===== config.mk =====
export PLATFORM = sky130hd
export DESIGN_NAME = line_draw_arbiter_flat
export DESIGN_NICKNAME = d
export VERILOG_FILES = /design/src/rtl/line_draw_arbiter_if.sv /design/src/rtl/line_draw_arbiter.sv /design/src/flat_wrapper.sv
export SDC_FILE = /design/constraint.sdc
export NUM_CORES = 1
export LEC_CHECK = 0
export ABC_AREA = 1
export ABC_CLOCK_PERIOD_IN_PS = 6300
export BUFFER_PORTS_ARGS = -buffer_cell sky130_fd_sc_hd__buf_2
export CAP_MARGIN = 20
export CELL_PAD_IN_SITES_DETAIL_PLACEMENT = 2
export CELL_PAD_IN_SITES_GLOBAL_PLACEMENT = 2
export CORE_ASPECT_RATIO = 2
export CORE_UTILIZATION = 25
export DETAILED_ROUTE_END_ITERATION = 8
export PLACE_DENSITY = 0.94
export SLEW_MARGIN = 20
export SYNTH_ARGS = -nofsm -noshare
export SYNTH_HDL_FRONTEND = slang
export SYNTH_SLANG_ARGS = --single-unit

===== constraint.sdc =====
create_clock -name clk -period 6.3 [get_ports clk]
set_input_delay 1.26 -clock clk [delete_from_list [all_inputs] [get_ports clk]]
set_output_delay 1.26 -clock clk [all_outputs]
set_load 0.01 [all_outputs]

===== src/rtl/line_draw_arbiter_if.sv =====
// line_draw_arbiter_if: client request, drawer and framebuffer signals of the line-draw arbiter.
// slave is the arbiter's view; master is the surrounding clients, drawer and framebuffer.
interface line_draw_arbiter_if #(
    parameter int NUM_REQ = 3,
    parameter int COLOR_W = 3
);
    logic [NUM_REQ-1:0]         req;
    logic [NUM_REQ*9-1:0]       req_x;
    logic [NUM_REQ*8-1:0]       req_y;
    logic [NUM_REQ*8-1:0]       req_height;
    logic [NUM_REQ*COLOR_W-1:0] req_color;
    logic [NUM_REQ-1:0]         ack;
    logic                       ld_start;
    logic [7:0]                 ld_height;
    logic [8:0]                 ld_x;
    logic [7:0]                 ld_y;
    logic                       ld_draw;
    logic                       ld_done;
    logic [8:0]                 ld_x_out;
    logic [7:0]                 ld_y_out;
    logic                       pix_we;
    logic [8:0]                 pix_x;
    logic [7:0]                 pix_y;
    logic [COLOR_W-1:0]         pix_color;
    logic                       busy;
    logic                       timeout_err;

    modport slave (
        input  req, req_x, req_y, req_height, req_color,
        input  ld_draw, ld_done, ld_x_out, ld_y_out,
        output ack, ld_start, ld_height, ld_x, ld_y,
        output pix_we, pix_x, pix_y, pix_color, busy, timeout_err
    );

    modport master (
        output req, req_x, req_y, req_height, req_color,
        output ld_draw, ld_done, ld_x_out, ld_y_out,
        input  ack, ld_start, ld_height, ld_x, ld_y,
        input  pix_we, pix_x, pix_y, pix_color, busy, timeout_err
    );
endinterface


===== src/rtl/line_draw_arbiter.sv =====
// line_draw_arbiter: round-robin sharing of the vertical-line drawer between the pong clients.
// Latches the winner's operands, runs the drawer start/done handshake and colours its pixels.
module line_draw_arbiter #(
    parameter int NUM_REQ = 3,
    parameter int COLOR_W = 3,
    parameter int TIMEOUT = 300
) (
    input logic clk,
    input logic reset,
    line_draw_arbiter_if.slave bus
);
    localparam int GW = (NUM_REQ > 1) ? $clog2(NUM_REQ) : 1;
    localparam int CW = (TIMEOUT > 1) ? $clog2(TIMEOUT) : 1;

    typedef enum logic [1:0] {IDLE, DRAW, ACK} state_t;

    state_t state, state_nx;
    logic [GW-1:0] last_grant, grant, pick, cand;
    logic found;
    int idx;
    logic [CW-1:0] cnt;
    logic [8:0] x_q;
    logic [7:0] y_q, h_q, h_clamp;
    logic [COLOR_W-1:0] c_q;
    logic timeout_err;

    logic [8:0]         rx [NUM_REQ];
    logic [7:0]         ry [NUM_REQ];
    logic [7:0]         rh [NUM_REQ];
    logic [COLOR_W-1:0] rc [NUM_REQ];

    for (genvar i = 0; i < NUM_REQ; i++) begin : g_unpack
        assign rx[i] = bus.req_x[9*i +: 9];
        assign ry[i] = bus.req_y[8*i +: 8];
        assign rh[i] = bus.req_height[8*i +: 8];
        assign rc[i] = bus.req_color[COLOR_W*i +: COLOR_W];
    end

    // First requester above last_grant, wrapping around
    always_comb begin
        pick = last_grant;
        found = 1'b0;
        idx = 0;
        cand = '0;
        for (int k = 1; k <= NUM_REQ; k++) begin
            idx = (int'(last_grant) + k) % NUM_REQ;
            cand = GW'(idx);
            if (!found && bus.req[cand]) begin
                found = 1'b1;
                pick = cand;
            end
        end
    end

    // 255 would overflow the drawer's height+1 operand
    assign h_clamp = (rh[pick] == 8'hff) ? 8'hfe : rh[pick];

    always_comb begin
        state_nx = state;
        case (state)
            IDLE:    if (found) state_nx = (h_clamp != 8'd0) ? DRAW : ACK;
            DRAW:    if (bus.ld_done || cnt == CW'(TIMEOUT - 1)) state_nx = ACK;
            ACK:     state_nx = IDLE;
            default: state_nx = IDLE;
        endcase
    end

    always_ff @(posedge clk) begin
        if (reset) begin
            state <= IDLE;
            last_grant <= GW'(NUM_REQ - 1);
            grant <= '0;
            x_q <= '0;
            y_q <= '0;
            h_q <= '0;
            c_q <= '0;
            cnt <= '0;
            timeout_err <= 1'b0;
        end else begin
            state <= state_nx;
            cnt <= (state == DRAW) ? cnt + 1'b1 : '0;
            if (state == IDLE && found) begin
                grant <= pick;
                last_grant <= pick;
                x_q <= rx[pick];
                y_q <= ry[pick];
                h_q <= h_clamp;
                c_q <= rc[pick];
            end
            if (state == DRAW && !bus.ld_done && cnt == CW'(TIMEOUT - 1))
                timeout_err <= 1'b1;
        end
    end

    assign bus.ack = (state == ACK) ? NUM_REQ'(1) << grant : '0;
    assign bus.ld_start = state == DRAW;
    assign bus.ld_height = h_q + 8'd1;
    assign bus.ld_x = x_q;
    assign bus.ld_y = y_q;
    assign bus.pix_we = bus.ld_draw && state == DRAW;
    assign bus.pix_x = bus.ld_x_out;
    assign bus.pix_y = bus.ld_y_out;
    assign bus.pix_color = c_q;
    assign bus.busy = state != IDLE;
    assign bus.timeout_err = timeout_err;
endmodule


===== src/flat_wrapper.sv =====
// flat-port wrapper written by rule: the top's interface ports become plain ports
module line_draw_arbiter_flat 
#(
    parameter int NUM_REQ = 3,
    parameter int COLOR_W = 3,
    parameter int TIMEOUT = 300
)
  (clk, reset, bus_req, bus_req_x, bus_req_y, bus_req_height, bus_req_color, bus_ld_draw, bus_ld_done, bus_ld_x_out, bus_ld_y_out, bus_ack, bus_ld_start, bus_ld_height, bus_ld_x, bus_ld_y, bus_pix_we, bus_pix_x, bus_pix_y, bus_pix_color, bus_busy, bus_timeout_err);
  line_draw_arbiter_if #(.NUM_REQ(NUM_REQ), .COLOR_W(COLOR_W)) bus_i ();
  input logic clk;
  input logic reset;
  input wire logic [$bits(bus_i.req)-1:0] bus_req;
  input wire logic [$bits(bus_i.req_x)-1:0] bus_req_x;
  input wire logic [$bits(bus_i.req_y)-1:0] bus_req_y;
  input wire logic [$bits(bus_i.req_height)-1:0] bus_req_height;
  input wire logic [$bits(bus_i.req_color)-1:0] bus_req_color;
  input wire logic [$bits(bus_i.ld_draw)-1:0] bus_ld_draw;
  input wire logic [$bits(bus_i.ld_done)-1:0] bus_ld_done;
  input wire logic [$bits(bus_i.ld_x_out)-1:0] bus_ld_x_out;
  input wire logic [$bits(bus_i.ld_y_out)-1:0] bus_ld_y_out;
  output wire logic [$bits(bus_i.ack)-1:0] bus_ack;
  output wire logic [$bits(bus_i.ld_start)-1:0] bus_ld_start;
  output wire logic [$bits(bus_i.ld_height)-1:0] bus_ld_height;
  output wire logic [$bits(bus_i.ld_x)-1:0] bus_ld_x;
  output wire logic [$bits(bus_i.ld_y)-1:0] bus_ld_y;
  output wire logic [$bits(bus_i.pix_we)-1:0] bus_pix_we;
  output wire logic [$bits(bus_i.pix_x)-1:0] bus_pix_x;
  output wire logic [$bits(bus_i.pix_y)-1:0] bus_pix_y;
  output wire logic [$bits(bus_i.pix_color)-1:0] bus_pix_color;
  output wire logic [$bits(bus_i.busy)-1:0] bus_busy;
  output wire logic [$bits(bus_i.timeout_err)-1:0] bus_timeout_err;
  assign bus_i.req = bus_req;
  assign bus_i.req_x = bus_req_x;
  assign bus_i.req_y = bus_req_y;
  assign bus_i.req_height = bus_req_height;
  assign bus_i.req_color = bus_req_color;
  assign bus_i.ld_draw = bus_ld_draw;
  assign bus_i.ld_done = bus_ld_done;
  assign bus_i.ld_x_out = bus_ld_x_out;
  assign bus_i.ld_y_out = bus_ld_y_out;
  assign bus_ack = bus_i.ack;
  assign bus_ld_start = bus_i.ld_start;
  assign bus_ld_height = bus_i.ld_height;
  assign bus_ld_x = bus_i.ld_x;
  assign bus_ld_y = bus_i.ld_y;
  assign bus_pix_we = bus_i.pix_we;
  assign bus_pix_x = bus_i.pix_x;
  assign bus_pix_y = bus_i.pix_y;
  assign bus_pix_color = bus_i.pix_color;
  assign bus_busy = bus_i.busy;
  assign bus_timeout_err = bus_i.timeout_err;
  line_draw_arbiter #(.NUM_REQ(NUM_REQ), .COLOR_W(COLOR_W), .TIMEOUT(TIMEOUT)) u_core (.clk(clk), .reset(reset), .bus(bus_i));
endmodule

# [Word-level counts from Yosys, hierarchy flattened]
# Index checks and enable logic that the tools add are counted.
[totals] word_cells=75 ramBits=0 n_memories=0 output_inout_bits=52 register_bits=44 latch_bits=0 input_bits=108 romBits=0
[classes] div_mod_pow=3 n_bitwise=2 reduce_logical=15 n_lt_le_gt_ge=4 n_addsub=5 eq_ne=6 shifts=1 multipliers=0 n_mux=30
[ops] cell="modulo 32 x 3 -> 32 bit (second input constant)" n=3
[ops] cell="two-way mux 8 bit" n=5
[ops] cell="binary-select mux 8 bit (select 2 bit)" n=2
[ops] cell="binary-select mux 9 bit (select 2 bit)" n=1
[ops] cell="two-way mux 9 bit" n=2
[ops] cell="two-way mux 2 bit" n=6
[ops] cell="adder 9 x 1 -> 9 bit (second input constant)" n=1
[ops] cell="equality test 9 bit (second input constant)" n=1
[ops] cell="< comparator 2 x 3 -> 1 bit (second input constant)" n=3
[ops] cell="two-way mux 3 bit" n=3
[ops] cell="adder 8 x 1 -> 8 bit (second input constant)" n=1
[ops] cell="equality test 8 bit (second input constant)" n=1
[ops] cell="nonzero test 8 bit" n=1
[ops] cell="adder 2 x 2 -> 3 bit (second input constant)" n=2
[ops] cell="binary-select mux 1 bit (select 2 bit)" n=3
[ops] cell="binary-select mux 3 bit (select 2 bit)" n=1
[ops] cell="logical AND 1 bit" n=6
[ops] cell="two-way mux 1 bit" n=6
[ops] cell="!= test 2 x 1 -> 1 bit (second input constant)" n=2
[ops] cell="case mux 2 bit (2 select lines)" n=1
[ops] cell="adder 2 x 1 -> 3 bit (second input constant)" n=1
[ops] cell=">= comparator 3 bit (second input constant)" n=1
[ops] cell="zero test 1 bit" n=3
[ops] cell="inverter 2 -> 3 bit" n=1
[ops] cell="other kinds (9)" n=9

# [Longest topological paths before layout]
[depth] word_depth=21 mapped_depth=19

# [Worst setup path before layout]
# No wires, ideal clock.
[synth_timing] kind="input -> register" from="input bus_req[2]" to="register u_core.state[0]" required_ns=6.178 setup_ns=0.122 t_arrival_ns=2.611 cell_stages=16 setup_slack_ns=3.567 cell_sequence="inv_1 > o21ai_0 > nand2_1 > nand2_4 > inv_4 > o21ai_4 > nand2_2 > o21ai_4 > buf_6 > nand2_1 > nand2_2 > nand2_1 > nor2_2 > nand2_2 > nand2_2 > a21oi_2"
[synth_via] elab_chain_len=19
[synth_lines] element="from (decl)" line_no="flat_wrapper.sv:12" rtl="input wire logic [$bits(bus_i.req)-1:0] bus_req;"
[synth_lines] element="binary-select mux 1 bit (select 2 bit)" line_no="line_draw_arbiter.sv:48" rtl="if (!found && bus.req[cand]) begin"
[synth_lines] element="two-way mux 1 bit (implied by the code)" line_no="line_draw_arbiter.sv:48"
[synth_lines] element="two-way mux 1 bit" line_no="line_draw_arbiter.sv:48"
[synth_lines] element="zero test 1 bit" line_no="line_draw_arbiter.sv:48"
[synth_lines] element="logical AND 1 bit" line_no="line_draw_arbiter.sv:48"
[synth_lines] element="two-way mux 1 bit" line_no="line_draw_arbiter.sv:48"
[synth_lines] element="zero test 1 bit" line_no="line_draw_arbiter.sv:48"
[synth_lines] element="logical AND 1 bit" line_no="line_draw_arbiter.sv:48"
[synth_lines] element="two-way mux 2 bit" line_no="line_draw_arbiter.sv:48"
[synth_lines] element="inverter 2 -> 3 bit (implied by the code)" line_no="line_draw_arbiter.sv:56" rtl="assign h_clamp = (rh[pick] == 8'hff) ? 8'hfe : rh[pick];"
[synth_lines] element="binary-select mux 8 bit (select 2 bit)" line_no="line_draw_arbiter.sv:56"
[synth_lines] element="two-way mux 8 bit (implied by the code) (2 in series)" line_no="line_draw_arbiter.sv:56"
[synth_lines] element="equality test 8 bit" line_no="line_draw_arbiter.sv:56"
[synth_lines] element="two-way mux 8 bit" line_no="line_draw_arbiter.sv:56"
[synth_lines] element="nonzero test 8 bit" line_no="line_draw_arbiter.sv:61" rtl="IDLE: if (found) state_nx = (h_clamp != 8'd0) ? DRAW : ACK;"
[synth_lines] element="two-way mux 2 bit (2 in series)" line_no="line_draw_arbiter.sv:61"
[synth_lines] element="case mux 2 bit (2 select lines)" line_no="line_draw_arbiter.sv:60" rtl="case (state)"
[synth_lines] element="to (signal assigned)" line_no="line_draw_arbiter.sv:80" rtl="state <= state_nx;"
[synth_lines] element="to (decl)" line_no="line_draw_arbiter.sv:17" rtl="state_t state, state_nx;"
# Several ways; a longest one is shown, not always the timed one. The select of a mux whose other input is x is not followed.
# A chain may end at the register's enable or synchronous reset.

# [Worst setup path in the final report]
[layout_timing] from="input bus_req[2]" to="register u_core.x_q[8], in the netlist u_core.bus.ld_x[8]"
[layout_via] elab_chain_len=13
[layout_lines] element="binary-select mux 1 bit (select 2 bit)" line_no="line_draw_arbiter.sv:48"
[layout_lines] element="two-way mux 1 bit (implied by the code)" line_no="line_draw_arbiter.sv:48"
[layout_lines] element="two-way mux 1 bit" line_no="line_draw_arbiter.sv:48"
[layout_lines] element="zero test 1 bit" line_no="line_draw_arbiter.sv:48"
[layout_lines] element="logical AND 1 bit" line_no="line_draw_arbiter.sv:48"
[layout_lines] element="two-way mux 1 bit" line_no="line_draw_arbiter.sv:48"
[layout_lines] element="zero test 1 bit" line_no="line_draw_arbiter.sv:48"
[layout_lines] element="logical AND 1 bit" line_no="line_draw_arbiter.sv:48"
[layout_lines] element="two-way mux 2 bit" line_no="line_draw_arbiter.sv:48"
[layout_lines] element="inverter 2 -> 3 bit (implied by the code)" line_no="line_draw_arbiter.sv:85" rtl="x_q <= rx[pick];"
[layout_lines] element="binary-select mux 9 bit (select 2 bit)" line_no="line_draw_arbiter.sv:85"
[layout_lines] element="two-way mux 9 bit (implied by the code) (2 in series)" line_no="line_draw_arbiter.sv:85"
[layout_lines] element="to (signal assigned)" line_no="line_draw_arbiter.sv:85"
[layout_lines] element="to (decl)" line_no="line_draw_arbiter.sv:22" rtl="logic [8:0] x_q;"
# Several ways; a longest one is shown, not always the timed one. The select of a mux whose other input is x is not followed.

==> flow_metrics.py <==
metrics = {
    "status": {
        "run_status": "finished, final reports clean",
    },
    "job": {
        "maxCapViolCount": 0,
    },
    "worst_setup_path": {
        "rr_worst_depth": 16,
        "regToRegSetupSlack_ps": 2890,
        "start_kind": "input pin",
        "path_delay_family": "buffers and inverters",
        "path_buf_inv": 6,
        "worstSetupPathType": "input pin to flip-flop",
        "end_kind": "flip-flop",
        "critPathRequiredTime_ps": 6540,
        "critPathMaxStageDelay_ps": 450,
        "crit_cells": 15,
        "critPathMaxFanout": 28,
        "critPathSlowestCell": "inv_2",
        "cp_cell_sequence": "buf_2 > inv_1 > o21ai_0 > nand2_1 > nand2_4 > nor2_1 > inv_1 > nand2_2 > inv_2 > nand2_1 > inv_1 > nand2_1 > nand3_1 > nand2_1 > inv_1",
        "arrival_ps": 3740,
    },
    "synthesis": {
        "avgSynthCellArea_um2": 6.88,
        "syn_inst": 443,
        "syn-cell-area_um2": 3050,
        "synth_area_leaders": "dfxtp_1 28%, nand2_1 10%, inv_1 7.4%",
        "synth_enable_flop_cells": 0,
        "ys_seq_area_share_pct": 28.2,
        "ys_async_sr_fraction_pct": 0,
        "syn_nets": 557,
        "yosys_warnings": 0,
        "yosysTopAreaCell": "dfxtp_1",
        "ys_types": 40,
        "ys_ff_latch": 43,
        "synth_top_cells_by_count": "84 x nand2_1, 60 x inv_1, 44 x nand3_1, 43 x dfxtp_1, 31 x a21oi_1",
        "synth_flop_cell": "dfxtp_1",
        "yosysTopAreaCellShare_pct": 28.2,
        "yosysMostFrequentCell": "nand2_1",
    },
    "hold_path": {
        "hold_path_class": "flip-flop to flip-flop",
        "holdPathStages": 1,
    },
    "routing": {
        "drc_errors": 0,
        "dr.pass1.iters": 3,
        "wl_met1_mm": 3.88,
        "met2_length_mm": 7.21,
        "drtIter0Drc": 91,
        "vias_per_cell": 4.93,
        "num_vias": 3380,
        "wl_per_cell_um": 17.3,
        "route.met3.wl_um": 411,
        "postRouteAntennaNets": 0,
        "drt-total-wl_mm": 11.9,
        "highest_layer": "met4",
    },
    "clocking": {
        "clockRootBuffer": "clkbuf_16",
        "clk_latency_ps": 300,
        "clock_sinks": 43,
        "cts_resized": 0,
        "clk_pin_slew_ps": 60,
        "post_cts_buffers": 0,
        "clk_path_buf_depth": 2,
        "tritoncts": "yes",
        "hold_buffers": 0,
        "htreeDepth": 2,
        "numCtsBuffers": 5,
    },
    "global_route": {
        "grt_pass1_wl_mm": 18.6,
        "antenna_found_initial": 1,
        "grt_usage_pct": 19.3,
        "grt-ovfl-total": 0,
        "grt_pass1_vias": 3915,
        "grt_start_max_net_pins": 36,
    },
    "timing": {
        "drv_slew": 0,
        "rsz0062_at_grt": "false",
        "relSlewSlack_pct": 48.4,
        "setup_violations": 0,
        "period_minus_slack_ps": 3490,
        "min_period_over_period_pct": 55.5,
        "worst_clock_skew_ps": 4.40,
        "max_freq_mhz": 286,
        "hold_viol": 0,
        "tns_ps": 0,
        "worstMarginPinSlew_ps": 771,
        "hold_ws_ps": 469,
    },
    "power_and_ir_drop": {
        "p_per_area_nw_per_um2": 635,
        "power_mw": 2.40,
        "p_sw_mw": 1.33,
        "p_leak_nw": 1.90,
        "pwr-share-seq_pct": 17.3,
        "ir_drop_mv": 0.208,
        "switching_share_pct": 55.3,
        "pwr-share-comb_pct": 69.7,
        "p_int_mw": 1.07,
        "pwr-share-clk_pct": 13.0,
    },
    "finish": {
        "fillers": 1472,
        "drive_gt1_share_pct": 33.0,
        "fin_util_pct": 32.1,
        "post_layout_nonfiller_instances": 686,
        "area_growth_pct": 24.1,
        "fin_nets": 653,
    },
    "place": {
        "dpl.cell_count": 677,
        "portBuffers": 125,
        "hpwlAfterDp_mm": 9.28,
        "place_congestion": 0.807,
    },
    "die": {
        "die_y_um": 158,
        "num_io_pins": 160,
        "core_um2": 11800,
        "dieWidth_um": 80.1,
        "fp.dieArea_um2": 12700,
        "initial_core_util_pct": 25.9,
        "rows": 56,
    },
}
==> placed cells by master (no fill, tap or decap), drive strengths merged <==
cell type,n
o211ai,4
clkbuf,6
bufinv,1
dfxtp,43
nor2,21
nand2,96
clkinv,1
buf,125
inv,67
nand3b,2
nand4,3
nor3,6
ha,6
a21oi,34
or2,1
a31oi,18
xnor2,1
a211oi,1
mux2,11
o21a,1
o21ai,33
xor2,6
diode,1
nor4,1
nand3,51
and2,1
==> state kept, by name, indices dropped and copies added, names as in the netlist <==
register and cells:
u_core.grant 2, u_core.bus.ld_x 9, u_core.bus.ld_y 8, u_core.h_q 8, u_core.last_grant 1, u_core.state 2
u_core.bus.pix_color 3, u_core.bus.timeout_err 1, u_core.cnt 9
==> cell type report <==
type                            instances  area [um^2]  share of cell area [%]
Timing Repair Buffer                  125          626                    16.5
Sequential cell                        43          861                    22.8
Clock inverter                          2         35.0                   0.926
Antenna cell                            1         2.50                  0.0662
Clock buffer                            6          139                    3.67
Tap cell                              145          181                    4.80
Inverter                               67          254                    6.72
Multi-Input combinational cell        297         1680                    44.5
==> metal layers <==
layer	track usage, %	vias to the layer above
met5	0	-
met4	11.1	0
met3	2.19	30
met2	41.1	95
met1	15.9	1634
li1	-	1621
==> per-stage QoR <==
stage | setup WS (ps) | instance area (um^2)
2_1_floorplan | 3570 | 3050
4_1_cts | 2760 | 3780
3_3_place_gp | 2800 | 3610
5_1_grt | 2570 | 3780
6_report | 2810 | 3780
3_5_place_dp | 2490 | 3610
==> worst reg2reg max path, delay by kind of cell, from the launching register on <==
family | cells | cell delay, ps
flip-flops | 1 | 490
AND/OR/NAND/NOR | 9 | 1200
adder cells (fa/ha/maj) | 1 | 430
buffers and inverters | 6 | 1240
==> final timing paths <==
path / end / startpoint
worst max-delay path: u_core.bus.ld_x[8] / bus_req[2]
worst min-delay path: u_core.cnt[0] / u_core.cnt[0]
worst max register to register: u_core.bus.ld_x[8] / u_core.grant[0]
worst min register to register: u_core.cnt[0] / u_core.cnt[0]
==> power groups by stage <==
stage	logic [mW]	registers [mW]	clock network, mW
2_1_floorplan	1.30	0.418	0
3_3_place_gp	1.57	0.410	0
3_5_place_dp	1.68	0.417	0
4_1_cts	1.70	0.415	0.314
5_1_grt	1.87	0.423	0.327
6_report	1.67	0.415	0.311
==> cell families (layout without fill, tap and decap cells) <==
kind of cell / count (synthesis) / in the layout / share of synthesized area (%)
AO/OA/AOI/OAI: 91 / 91 / 18.0
AND/OR/NAND/NOR: 182 / 182 / 28.7
adder cells (fa/ha/maj): 6 / 6 / 2.46
buffers and inverters: 103 / 200 / 16.5
flip-flops: 43 / 43 / 28.2
multiplexers: 11 / 11 / 4.06
other: 0 / 1 / 0
XOR/XNOR: 7 / 7 / 2.01
(Power assumes the default switching activity.)
